File: src/rtl/sha256_msg_schedule.sv
// Purpose : SHA-256 message schedule; loads 16 words, streams W[0..ROUNDS-1] to the round logic.
// Latency : first W[0] valid the cycle after the 16th accepted input word; one word per handshake.
// Backpr. : w_ready low freezes w_out/w_index/w_last and the window; no input accepted while streaming.
//
// Ports:
//   clock              rising-edge system clock
//   reset              asynchronous active-low reset
//   flush              synchronous abort, back to LOAD (wins over both handshakes)
//   in_valid/in_ready  input word handshake; in_word is the block word (W[0] first)
//   w_valid/w_ready    schedule word handshake
//   w_out              schedule word W[w_index]
//   w_index            round index t of w_out
//   w_last             marks w_index == ROUNDS-1
module sha256_msg_schedule #(
  parameter int ROUNDS = 64
) (
  input  logic        clock,
  input  logic        reset,
  input  logic        flush,
  input  logic        in_valid,
  output logic        in_ready,
  input  logic [31:0] in_word,
  output logic        w_valid,
  input  logic        w_ready,
  output logic [31:0] w_out,
  output logic [5:0]  w_index,
  output logic        w_last
);

  typedef enum logic {
    LOAD   = 1'b0,
    STREAM = 1'b1
  } state_t;

  localparam logic [5:0] LAST_T = 6'(ROUNDS - 1);

  state_t      state;
  state_t      state_nxt;
  logic [3:0]  load_cnt;
  logic [5:0]  t;
  logic [31:0] win [16];
  logic        load_acc;
  logic        emit_acc;
  logic [31:0] w_new;

  function automatic logic [31:0] rotr(input logic [31:0] x, input int n);
    rotr = (x >> n) | (x << (32 - n));
  endfunction

  function automatic logic [31:0] sigma0(input logic [31:0] x);
    sigma0 = rotr(x, 7) ^ rotr(x, 18) ^ (x >> 3);
  endfunction

  function automatic logic [31:0] sigma1(input logic [31:0] x);
    sigma1 = rotr(x, 17) ^ rotr(x, 19) ^ (x >> 10);
  endfunction

  // The window always holds W[t..t+15], so W[t+16] only needs taps at
  // fixed positions 0, 1, 9 and 14.
  assign w_new = sigma1(win[14]) + win[9] + sigma0(win[1]) + win[0];

  // Outputs come straight from state/counter/window registers, so there is
  // no combinational path from w_ready or in_valid to any output.
  assign in_ready = (state == LOAD);
  assign w_valid  = (state == STREAM);
  assign w_out    = win[0];
  assign w_index  = t;
  assign w_last   = (state == STREAM) && (t == LAST_T);

  always_ff @(posedge clock or negedge reset) begin
    if (!reset) begin
      state <= LOAD;
    end else begin
      state <= state_nxt;
    end
  end

  always_comb begin
    state_nxt = state;
    load_acc  = 1'b0;
    emit_acc  = 1'b0;
    if (flush) begin
      state_nxt = LOAD;
    end else begin
      case (state)
        LOAD: begin
          if (in_valid) begin
            load_acc = 1'b1;
            if (load_cnt == 4'd15) begin
              state_nxt = STREAM;
            end
          end
        end
        STREAM: begin
          if (w_ready) begin
            emit_acc = 1'b1;
            if (t == LAST_T) begin
              state_nxt = LOAD;
            end
          end
        end
        default: state_nxt = LOAD;
      endcase
    end
  end

  // load_cnt is 4 bits, so it wraps to 0 by itself on the 16th accept.
  always_ff @(posedge clock or negedge reset) begin
    if (!reset) begin
      load_cnt <= 4'd0;
      t        <= 6'd0;
    end else if (flush) begin
      load_cnt <= 4'd0;
      t        <= 6'd0;
    end else begin
      if (load_acc) begin
        load_cnt <= load_cnt + 4'd1;
      end
      if (emit_acc) begin
        t <= (t == LAST_T) ? 6'd0 : t + 6'd1;
      end
    end
  end

  // Flush leaves the window as is; the next load overwrites every entry
  // before anything is streamed again.
  always_ff @(posedge clock or negedge reset) begin
    if (!reset) begin
      for (int i = 0; i < 16; i++) begin
        win[i] <= 32'd0;
      end
    end else if (!flush) begin
      if (load_acc) begin
        win[load_cnt] <= in_word;
      end else if (emit_acc) begin
        for (int i = 0; i < 15; i++) begin
          win[i] <= win[i+1];
        end
        win[15] <= w_new;
      end
    end
  end

endmodule

File: config.mk
export PLATFORM = sky130hd
export DESIGN_NAME = sha256_msg_schedule
export DESIGN_NICKNAME = d
export VERILOG_FILES = /design/src/rtl/sha256_msg_schedule.sv
export SDC_FILE = /design/constraint.sdc
export NUM_CORES = 1
export LEC_CHECK = 0
export CELL_PAD_IN_SITES_DETAIL_PLACEMENT = 0
export CELL_PAD_IN_SITES_GLOBAL_PLACEMENT = 1
export CORE_MARGIN = 2
export CORE_UTILIZATION = 53
export CTS_CLUSTER_SIZE = 40
export DETAILED_ROUTE_END_ITERATION = 7
export PLACE_DENSITY = 0.83
export SYNTH_ARGS = -nofsm -noshare
export SYNTH_HDL_FRONTEND = slang
export SYNTH_SLANG_ARGS = --single-unit
File: constraint.sdc
create_clock -name clock -period 8.1 [get_ports clock]
set_clock_uncertainty 0.2 [all_clocks]
set_input_delay 2.025 -clock clock [delete_from_list [all_inputs] [get_ports clock]]
set_output_delay 2.025 -clock clock [all_outputs]
set_load 0.05 [all_outputs]
### Word-level counts from Yosys, hierarchy flattened

Index checks and enable logic that the tools add are counted.

* memory bits (writable): 0
* logic and storage cells: 67
* output and inout bits: 41
* bits in latches: 0
* register bits after elaboration: 523
* bits of input ports: 37
* memory bits (read-only): 0
* memories kept: 0

* shift-type cells: 0
* eq/ne operators: 2
* div/mod/pow operators: 0
* muxes and demuxes: 22
* reductions and logical operators: 6
* bitwise gates (word level): 11
* add/subtract/negate cells: 5
* $mul: 0
* order comparisons: 2

Operators with widths (count)
* two-way mux 512 bit: 2
* bitwise mux 512 bit: 1
* demux 32 bit (select 4 bit): 1
* adder 32 bit: 3
* bitwise XOR 32 bit: 2
* two-way mux 32 bit: 1
* bitwise OR 13 x 32 -> 32 bit: 1
* bitwise OR 14 x 32 -> 32 bit: 1
* bitwise OR 15 x 32 -> 32 bit: 1
* bitwise OR 25 x 32 -> 32 bit: 1
* bitwise XOR 32 x 22 -> 32 bit: 1
* bitwise XOR 32 x 29 -> 32 bit: 1
* two-way mux 6 bit: 3
* two-way mux 1 bit: 11
* two-way mux 4 bit: 2
* adder 6 x 1 -> 6 bit (second input constant): 1
* == test 6 bit (second input constant): 1
* nonzero test 2 bit: 3
* >= comparator 5 bit (second input constant): 1
* less-than comparator 5 x 1 -> 1 bit (second input constant): 1
* NOT 4 -> 5 bit: 1
* adder 4 x 1 -> 4 bit (second input constant): 1
* == test 4 bit (second input constant): 1
* logical AND 1 bit: 2
* other kinds (3): 4

### Depth between registers and ports, before layout

Gate-level depths: netlist of run 1.

* depth in word-level cells: 8
* mapped depth: 15
* depth with buffers taken out: 14

### Least setup slack after synthesis of run 1

No wires, ideal clock.

* path type: flip-flop to output port
* start point: register t[0], in the netlist w_index[0]
* end point: output port w_last
* slack: 3.862 ns
* arrival time: 2.013 ns
* stages on the path, launching flop included: 5
* required time: 5.875 ns
* buffers on the path: 0
* cells stage by stage: dfrtp_1 ha_1 nand3_1 or2_2 nor2_1

* cells in the longest elaborated chain, start to end: 2

RTL lines
* start: declaration: RTL line 40 `logic [5:0] t;`
* start signal: assignment: RTL line 120 `t <= (t == LAST_T) ? 6'd0 : t + 6'd1;`
* == test 6 bit: RTL line 68 `assign w_last = (state == STREAM) && (t == LAST_T);`
* logical AND 1 bit: RTL line 68
* end: declaration: RTL line 27 `output logic w_last`

No other way between the ends.

### Final worst setup path of run 1

* start point: input port in_valid
* end point: register win[3] in the netlist's numbering

* cells in the longest elaborated chain, start to end: 5
* elaborated cells between the ends (all ways): 6
* those cells by class: mux: 4; reduce/logical: 2

RTL lines
* start: declaration: RTL line 20 `input logic in_valid,`
* two-way mux 1 bit *: RTL line 87 `if (in_valid) begin`
* two-way mux 1 bit *: RTL line 85 `case (state)`
* two-way mux 1 bit *: RTL line 82 `if (flush) begin`
* nonzero test 2 bit (no line)
* AND reduction 2 bit (no line)
* end signal: indexed assignment: RTL line 134 `win[load_cnt] <= in_word;`
* end signal: indexed assignment: RTL line 137 `win[i] <= win[i+1];`
* end: declaration: RTL line 41 `logic [31:0] win [16];`

Mark *: on every way between the ends. The rest lies on a longest branch, timed or not.
A chain may end at the register's enable or synchronous reset.

==> results of run 1 <==
## layer usage
metal  vias up  wire [um]  global-route usage  part of all wire
met3       159       7216             0.06074             0.085
met4         0       2751             0.09535             0.032
met1     11470      38580              0.4677              0.45
met5         -          0                   0                 0
met2       944      36490              0.4368              0.43
li1      10340          -                   -                 -
## metrics by stage
stage,hold WS [ns],power [mW],setup slack (ns),utilization
2_1_floorplan,0.2502,10.95,3.862,-
3_3_place_gp,0.2685,13.25,2.797,0.5431
3_5_place_dp,0.2771,13.40,2.743,0.5431
4_1_cts,0.2912,16.19,3.226,0.5799
5_1_grt,0.3104,17.56,3.132,0.5800
6_report,0.2888,16.36,3.202,0.5800
## logic make-up (layout without fill, tap and decap cells)
family / Yosys count / count (layout) / share of synthesized area
AO/OA/AOI/OAI: 1143 / 1143 / 0.2516
AND/OR/NAND/NOR: 692 / 692 / 0.1052
flip-flops: 523 / 523 / 0.4597
buffers and inverters: 488 / 338 / 0.07753
XOR/XNOR: 150 / 150 / 0.04615
adder cells (fa/ha/maj): 98 / 98 / 0.05942
multiplexers: 1 / 1 / 0.0003516
other: 0 / 1 / 0
## flip-flops by register name (all words and copies together), names as in the netlist
name      cells
load_cnt      4
w_index       6
w_out        32
w_valid       1
win         480
## final cells by class
| type | count | share of cell area |
|---|---|---|
| Clock inverter | 15 | 0.007835 |
| Antenna cell | 1 | 0.00008162 |
| Timing Repair Buffer | 106 | 0.03403 |
| Clock buffer | 90 | 0.05574 |
| Multi-Input combinational cell | 2084 | 0.4318 |
| Tap cell | 688 | 0.02808 |
| Sequential cell | 523 | 0.4269 |
| Inverter | 127 | 0.01555 |
## power by group
group / switching [mW] / internal, mW / total (mW)
logic: 5.94 / 3.74 / 9.68
registers: 0.694 / 3.27 / 3.96
clock network: 1.11 / 1.60 / 2.72
total: 7.75 / 8.61 / 16.4
## cell usage after synthesis (2+ instances only)
cell	n	area share
sky130_fd_sc_hd__a21oi_1	548	0.096
sky130_fd_sc_hd__nor2_1	544	0.072
sky130_fd_sc_hd__dfrtp_1	523	0.46
sky130_fd_sc_hd__a22oi_1	486	0.13
sky130_fd_sc_hd__clkbuf_1	200	0.026
sky130_fd_sc_hd__inv_1	127	0.017
sky130_fd_sc_hd__xnor2_1	91	0.028
sky130_fd_sc_hd__buf_4	67	0.018
sky130_fd_sc_hd__nand2_1	65	0.0086
sky130_fd_sc_hd__buf_2	62	0.011
sky130_fd_sc_hd__fa_1	62	0.044
sky130_fd_sc_hd__xor2_1	59	0.018
sky130_fd_sc_hd__ha_1	36	0.016
sky130_fd_sc_hd__o21ai_0	32	0.0056
sky130_fd_sc_hd__buf_1	27	0.0036
sky130_fd_sc_hd__a21oi_2	19	0.0058
sky130_fd_sc_hd__nand4_1	12	0.0026
sky130_fd_sc_hd__nand3_1	11	0.0019
sky130_fd_sc_hd__nor2_8	11	0.0077
sky130_fd_sc_hd__a21o_1	9	0.0024
sky130_fd_sc_hd__a31oi_1	9	0.0020
sky130_fd_sc_hd__a211oi_1	7	0.0018
sky130_fd_sc_hd__a221oi_1	6	0.0018
sky130_fd_sc_hd__and3_1	6	0.0013
sky130_fd_sc_hd__nand2b_1	6	0.0013
sky130_fd_sc_hd__nor2_4	5	0.0020
sky130_fd_sc_hd__nor3_1	5	0.00088
sky130_fd_sc_hd__nor4_1	5	0.0011
sky130_fd_sc_hd__o21ai_1	5	0.00088
sky130_fd_sc_hd__o22ai_1	5	0.0011
sky130_fd_sc_hd__buf_6	4	0.0016
sky130_fd_sc_hd__nor2b_1	4	0.00088
sky130_fd_sc_hd__nor3_2	4	0.0014
sky130_fd_sc_hd__nand2_2	3	0.00066
sky130_fd_sc_hd__o211ai_1	3	0.00079
sky130_fd_sc_hd__o21bai_1	3	0.00079
sky130_fd_sc_hd__a311oi_1	2	0.00062
sky130_fd_sc_hd__and2_1	2	0.00044
sky130_fd_sc_hd__nor2_2	2	0.00044
sky130_fd_sc_hd__o221ai_1	2	0.00062
## how the worst max path moves through the flow
stage                                       from               endpoint  slack, ns  cells past startpoint
after floorplan           w_index[0]$_DFFE_PN0P_                 w_last       3.86                      4
after global placement                     flush  w_out[12]$_DFFE_PN0P_       2.80                      5
after detailed placement                   flush   win[103]$_DFFE_PN0P_       2.74                      5
after CTS                 w_index[0]$_DFFE_PN0P_                 w_last       3.23                      5
after global routing                       flush   win[103]$_DFFE_PN0P_       3.13                      5
final                                   in_valid     win[3]$_DFFE_PN0P_       3.20                      6
## critical path, delay by kind of cell
kind / cells / cell delay [ns]
AOI/OAI and AO/OA: 1 / 0.53
and+or+nand+nor: 3 / 1.27
buffers and inverters: 2 / 1.02
==> run summary, run 1 <==
The run finished with clean final reports. The summed instance area of the synthesized netlist was 0.02847 mm2; the biggest cell delay along the critical path was 0.62 ns. From left edge to right edge, the die measures 235.8 um. The share of the yosys chip area belonging to registers is 0.4597. The total clock buffers created by CTS came out at 56. The clock drives 523 sinks. In this run the vertical extent of the chip is 235.8 um. STA classifies the critical path startpoint as an input pin.

The max-slew headroom at the worst pin was 0.2658; the maximum fanout along the worst path was 215. The run gives 3,033 as the total number of nets in the final design. The shortest period the worst path allows came out at 4.898 ns.

The slowest stage of the critical path is the sky130_fd_sc_hd__nand2b_4 cell. After detailed routing, the average wire length per cell comes to 23.40 um. The worst flop-to-flop path endpoint was win[28]$_DFFE_PN0P_. At the end of routability-driven placement, the weighted congestion stood at 0.9142. Once the clock tree was built, the setup fixing pass inserted 0 buffers. The fraction of the cycle the final worst path needs is 0.6046. The total number of yosys warnings is 0. The per-cell via count in the routed design is 6.307. The overall die area was 0.05559 mm2; the final-report max-slew violation count was 0.

The tools report the total global routing track utilization as 0.3061. The min-delay analysis places its worst path in the category register to register. Via total after detailed routing: 22,920. The first global-routing pass estimated 133.5 mm of wire. Fill cells in the final layout number 4,644.

The clock-pin transition on the worst setup and hold timing paths is 0.06 ns. The wire-length estimate of the detail-placed layout is 56.19 mm. Summed over all failing endpoints, the final setup total negative slack is 0 ns. Dividing the synthesized area by the synthesized cell count gives 9.198 um2. Among all flip-flop cells after synthesis, the most frequent one is sky130_fd_sc_hd__dfrtp_1. The signal on the critical path passes through clkdlybuf4s50_1, nor2b_1, nand2b_4, buf_12, a221oi_1, nor2_1. The area growth from synthesis to layout is 7.700%. For the number of hold buffers added after CTS, the log shows 0. Fraction of final layout cells with drive strength greater than 1: 0.06146.

After the first detailed-routing iteration, the DRC count stood at 2,447. The logs give 3 for the worst-case clock buffer depth and 85.03 mm for the routed wire length. The end of the worst hold path was win[5]$_DFFE_PN0P_.

The number of synthesized register bits was 523; the instance area after placement was 0.02871 mm2. The maximum ir drop on the vdd rail was 0.0007312 V. Along the worst hold path, the cell count comes to 2. In this run the most critical hold path is launched from win[5]$_DFFE_PN0P_. The H-tree was split into 2 levels.

The startpoint identified for the worst register-to-register timing path is win[53]$_DFFE_PN0P_. The detail route stage leaves a number of antenna-violating nets equal to 0. For the worst setup path, the data required time is 8.40 ns. Setup violations remaining at the end of the flow were counted as 0. Setup repair after global routing left no endpoint under its margin. For this run, the number of standard cells in the final layout without fillers is 3,634. Data arrives at the worst endpoint at 5.20 ns. TritonCTS built the clock tree. Static timing analysis puts the maximum clock frequency at 0.2042 GHz. Initial antenna violation count: 1. The tools report the starting density of the core as 0.5385. The total overflow left after global routing is 0. The number of gates resized after CTS was 0.

Summing all flip-flop and latch instances after layout gives 0.01309 mm2. The region available for standard cell placement spans 0.05287 mm2. The leakage power of the design was 12.67 nW; the cell row count was 84. The slew at the pin closest to its max-slew limit works out to 1.101 ns. The critical path is of the input pin to register type. In this run the power density over the cells is 533.5 mW/mm2. The path depth of the worst reg2reg path was 13.

The cell count after synthesis came out at 3,095. The netlist uses 56 different library cells. The tools report the number of failing hold endpoints at the final stage as 0.

Across the run, the number of max-cap violations was 0. The fraction of registers with async set/reset was 1.000; the number of I/O pins was 78. For the worst-skew pair, the clock arrives at the later sink with an insertion delay of 0.63 ns. The number of nets handed over by synthesis was 3,230. The cell area after layout is 0.03066 mm2, and the number of remaining DRC errors is 0.

Leaving out fill and tap cells, the most frequent cell in the layout is sky130_fd_sc_hd__a21oi_1. The synthesized design contains 0 enable-type register cells. For this run, the detailed router's first-pass iteration total came to 6.

The setup check on the worst reg-to-reg path leaves a slack of 3.49 ns. The total of buffers placed on input and output ports was 77; the pin count of the biggest net entering global routing was 216. The area used by multi-input combinational logic was 0.01324 mm2. In this run the clock root is driven by a sky130_fd_sc_hd__clkbuf_16. The library cells used most frequently in the layout, excluding fill and tap cells, are sky130_fd_sc_hd__a21oi_1 (548), sky130_fd_sc_hd__nor2_1 (535), sky130_fd_sc_hd__dfrtp_1 (523).

The number of placed cells counting well taps was 3,528; the via count of the first global-routing pass was 21,680. STA classifies the critical path endpoint as a register.
Power figures use the tool's default switching activity.
==> run 2, diff against run 1 <==
--- a/config.mk
+++ b/config.mk
@@ -8,10 +8,10 @@
 export CELL_PAD_IN_SITES_DETAIL_PLACEMENT = 0
 export CELL_PAD_IN_SITES_GLOBAL_PLACEMENT = 1
 export CORE_MARGIN = 2
-export CORE_UTILIZATION = 53
+export CORE_UTILIZATION = 49
 export CTS_CLUSTER_SIZE = 40
 export DETAILED_ROUTE_END_ITERATION = 7
-export PLACE_DENSITY = 0.83
+export PLACE_DENSITY = 0.78
 export SYNTH_ARGS = -nofsm -noshare
 export SYNTH_HDL_FRONTEND = slang
 export SYNTH_SLANG_ARGS = --single-unit
==> constraint.sdc (replaced) <==
create_clock -name clock -period 4.9 [get_ports clock]
set_clock_uncertainty 0.2 [all_clocks]
set_input_delay 1.225 -clock clock [delete_from_list [all_inputs] [get_ports clock]]
set_output_delay 1.225 -clock clock [all_outputs]
set_load 0.05 [all_outputs]
==> run 2 against run 1 <==
Combinational power grew 71%. Register-to-register slack lost 3.2 ns. Non-clock buffer count grew 40. Setup slack lost 2.9 ns. Count of clock-buffer cells in the layout grew 2. Via count grew 0.31%. Critical endpoint is now win[23]$_DFFE_PN0P_. Largest power group unchanged.
==> run summary, run 2 (synthesis results as in run 1) <==
The element type at the critical path end is a register. The x dimension of the die came out at 245.0 um. The slew at the pin closest to its max-slew limit is 1.089 ns.

The flow ran to the end, and the final reports show no timing, DRC or antenna violations. The via total after detailed routing is 22,990. Routability-driven placement finished with a final weighted congestion of 0.9406.

For the total global routing track utilization, the log shows 0.3048. The global routing usage on met3 is 0.05839, and the power per unit of standard cell area is 875.8 mW/mm2. The first detailed-routing pass ran for 6 iterations.

In this run the static leakage power is 12.87 nW. The number of flip-flops in the largest register is 480, and the per-cell via count in the routed design is 6.137. Along the worst path, the maximum fanout reaches 5. The core area is 0.05759 mm2, and the fraction of final layout cells with drive strength greater than 1 is 0.07212.

The number of I/O pins came out at 78. The starting density of the core was 0.4944; the wire length of the first global-routing pass was 140.5 mm. In this design, the stage delay of the slowest critical-path cell is 0.48 ns. For this run, the post-layout net count is 3,073.

Once placement finished, the instance area stood at 0.02927 mm2. The start-to-end type of the worst setup path is register to register. The run gives 0 as the number of remaining DRC errors. The cell row count came out at 88.

Post-CTS repair changed the size of 0 cells. In this run, post-CTS hold repair placed 0 buffers. The register ranked first by flip-flop count was win.

Setup violations remaining at the end of the flow were counted as 0. The total congestion overflow after global routing is 0, and the worst-case clock buffer depth is 3. Commonest non-fill, non-tap cell in the layout: sky130_fd_sc_hd__a21oi_1.

The critical path buffer and inverter count is 1. The die covers 0.06004 mm2. The clock insertion delay at the later pin of the skew report was 0.62 ns; the routed wire length was 90.46 mm. The run gives 22,460 as the via count of the first global-routing pass. The tools report the sink count of the clock tree as 523.

The run gives 5.23 ns as the data required time of the critical path. The cell that appears most often on the critical path is sky130_fd_sc_hd__fa_1. The tools report the timing-limited maximum frequency as 0.2190 GHz. The clock root buffer is sky130_fd_sc_hd__clkbuf_16. The tool flagged a number of max-cap violations equal to 0. For the total negative slack for setup checks, the log shows 0 ns. The layer flagged by global routing as most heavily used is met1.

The area added between synthesis and finish came out at 9.225%. Counting I/O delays and the setup requirement, the final critical path takes 4.567 ns. At the worst endpoint, the arrival time is 4.90 ns. Count of buffers added by post-CTS timing repair for setup: 0. The path class of the tightest hold or removal check is register to register. The critical path startpoint category is a register. In the layout the commonest cells are sky130_fd_sc_hd__a21oi_1 (548), sky130_fd_sc_hd__nor2_1 (535), sky130_fd_sc_hd__dfrtp_1 (523). 0 antenna diodes ended up in the layout. The run gives 0 as the number of failing hold endpoints at the final stage.

The critical path goes through xor2_1, xnor2_1, fa_1, inv_1, fa_1, ha_1, fa_1, a21oi_1, o21ai_1, a22oi_1, nand3_1, nor4b_1, a21oi_1, a31oi_1. The fraction of the cycle the final worst path needs was 0.9320; the number of H-tree branching levels was 2. Among all stages on the critical path, the largest delay is contributed by sky130_fd_sc_hd__fa_1. The logs give 0.4584 for the global routing met1 resource utilization and 0.03109 mm2 for the cell area after layout. The total of buffers placed on input and output ports is 77.

The worst-case IR drop observed on VDD is 0.001001 V. The max-slew headroom at the worst pin is 0.2720. The placed wire-length estimate after detailed placement came out at 61.83 mm. Setup repair after global routing left no endpoint under its margin.

Dividing the detail-routed wire length by the instance count gives 24.15 um. For this block, the initial DRC count from the detailed router was 2,440. Clock-pin slew was measured on the worst setup and hold paths at 0.07 ns. Measured along the y axis, the die boundary spans 245.0 um. The global routing met2 resource utilization was 0.4424; the total clock buffers created by CTS was 56. The tools report the final-report max-slew violation count as 0. The initial antenna violation count was 0. In this run the remaining antenna-violating nets after routing total 0. On the critical path the largest part of the delay comes from adder cells. TritonCTS built the clock tree. The pin count of the biggest net entering global routing is 109.
run 2: changes by cell type in the layout (fill, tap and decap cells not counted), sizes merged:
cell | before | now
clkinvlp | 4 | 0
bufinv | 5 | 1
clkbuf | 90 | 92
buf | 30 | 70
diode | 1 | 0
clkinv | 4 | 8
inv | 129 | 127
run 2: path summary, 6_finish.rpt:
check / start / to / slack (ns) / cells past startpoint
setup / recovery: win[50]$_DFFE_PN0P_ / win[23]$_DFFE_PN0P_ / 0.33 / 14
hold / removal: win[7]$_DFFE_PN0P_ / win[7]$_DFFE_PN0P_ / 0.29 / 2
setup reg to reg: win[50]$_DFFE_PN0P_ / win[23]$_DFFE_PN0P_ / 0.33 / 14
hold reg to reg: win[7]$_DFFE_PN0P_ / win[7]$_DFFE_PN0P_ / 0.29 / 2
max in group asynchronous: reset / win[421]$_DFFE_PN0P_ / 3.10 / 2
min in group asynchronous: reset / win[315]$_DFFE_PN0P_ / 0.37 / 1
run 2: final cells by class:
cell class | count | area [um2]
Inverter | 127 | 476.7
Clock buffer | 92 | 1739
Multi-Input combinational cell | 2084 | 13230
Tap cell | 765 | 957.2
Sequential cell | 523 | 13090
Fill cell | 5226 | 26490
Timing Repair Buffer | 146 | 1519
Clock inverter | 9 | 85.08
run 2: through the flow:
stage	util	hold WS (ns)	power, mW	setup WS, ns	cells
final	0.5400	0.2876	27.23	0.3332	3746
after global routing	0.5400	0.3121	29.32	0.05754	3746
after CTS	0.5400	0.2916	27.04	0.3727	3746
after detailed placement	0.5083	0.2748	22.67	0.4302	3645
after global placement	0.5083	0.2658	22.56	0.4834	3645
after floorplan	-	0.2502	18.10	0.9703	3095
run 2: layer usage:
layer  wire length (um)  vias up
met5                  0        -
met1              41070    11510
met4               2935        0
met2              39400      894
li1                   -    10430
met3               7063      156
run 2: worst register-to-register path, stage by stage, from the launching register on:
cell	delay [ns]
sky130_fd_sc_hd__dfrtp_1	0.46
sky130_fd_sc_hd__xor2_1	0.20
sky130_fd_sc_hd__xnor2_1	0.23
sky130_fd_sc_hd__fa_1	0.46
sky130_fd_sc_hd__inv_1	0.08
sky130_fd_sc_hd__fa_1	0.41
sky130_fd_sc_hd__ha_1	0.23
sky130_fd_sc_hd__fa_1	0.48
sky130_fd_sc_hd__a21oi_1	0.28
sky130_fd_sc_hd__o21ai_1	0.23
sky130_fd_sc_hd__a22oi_1	0.42
sky130_fd_sc_hd__nand3_1	0.25
sky130_fd_sc_hd__nor4b_1	0.30
sky130_fd_sc_hd__a21oi_1	0.08
sky130_fd_sc_hd__a31oi_1	0.16
run 2: power by group:
| part | internal (mW) | total [mW] | leakage [nW] | switching (mW) |
|---|---|---|---|---|
| logic | 6.31 | 16.6 | 6.13 | 10.2 |
| registers | 5.40 | 6.45 | 5.85 | 1.05 |
| clock network | 2.46 | 4.23 | 0.900 | 1.78 |
| total | 14.2 | 27.2 | 12.9 | 13.1 |
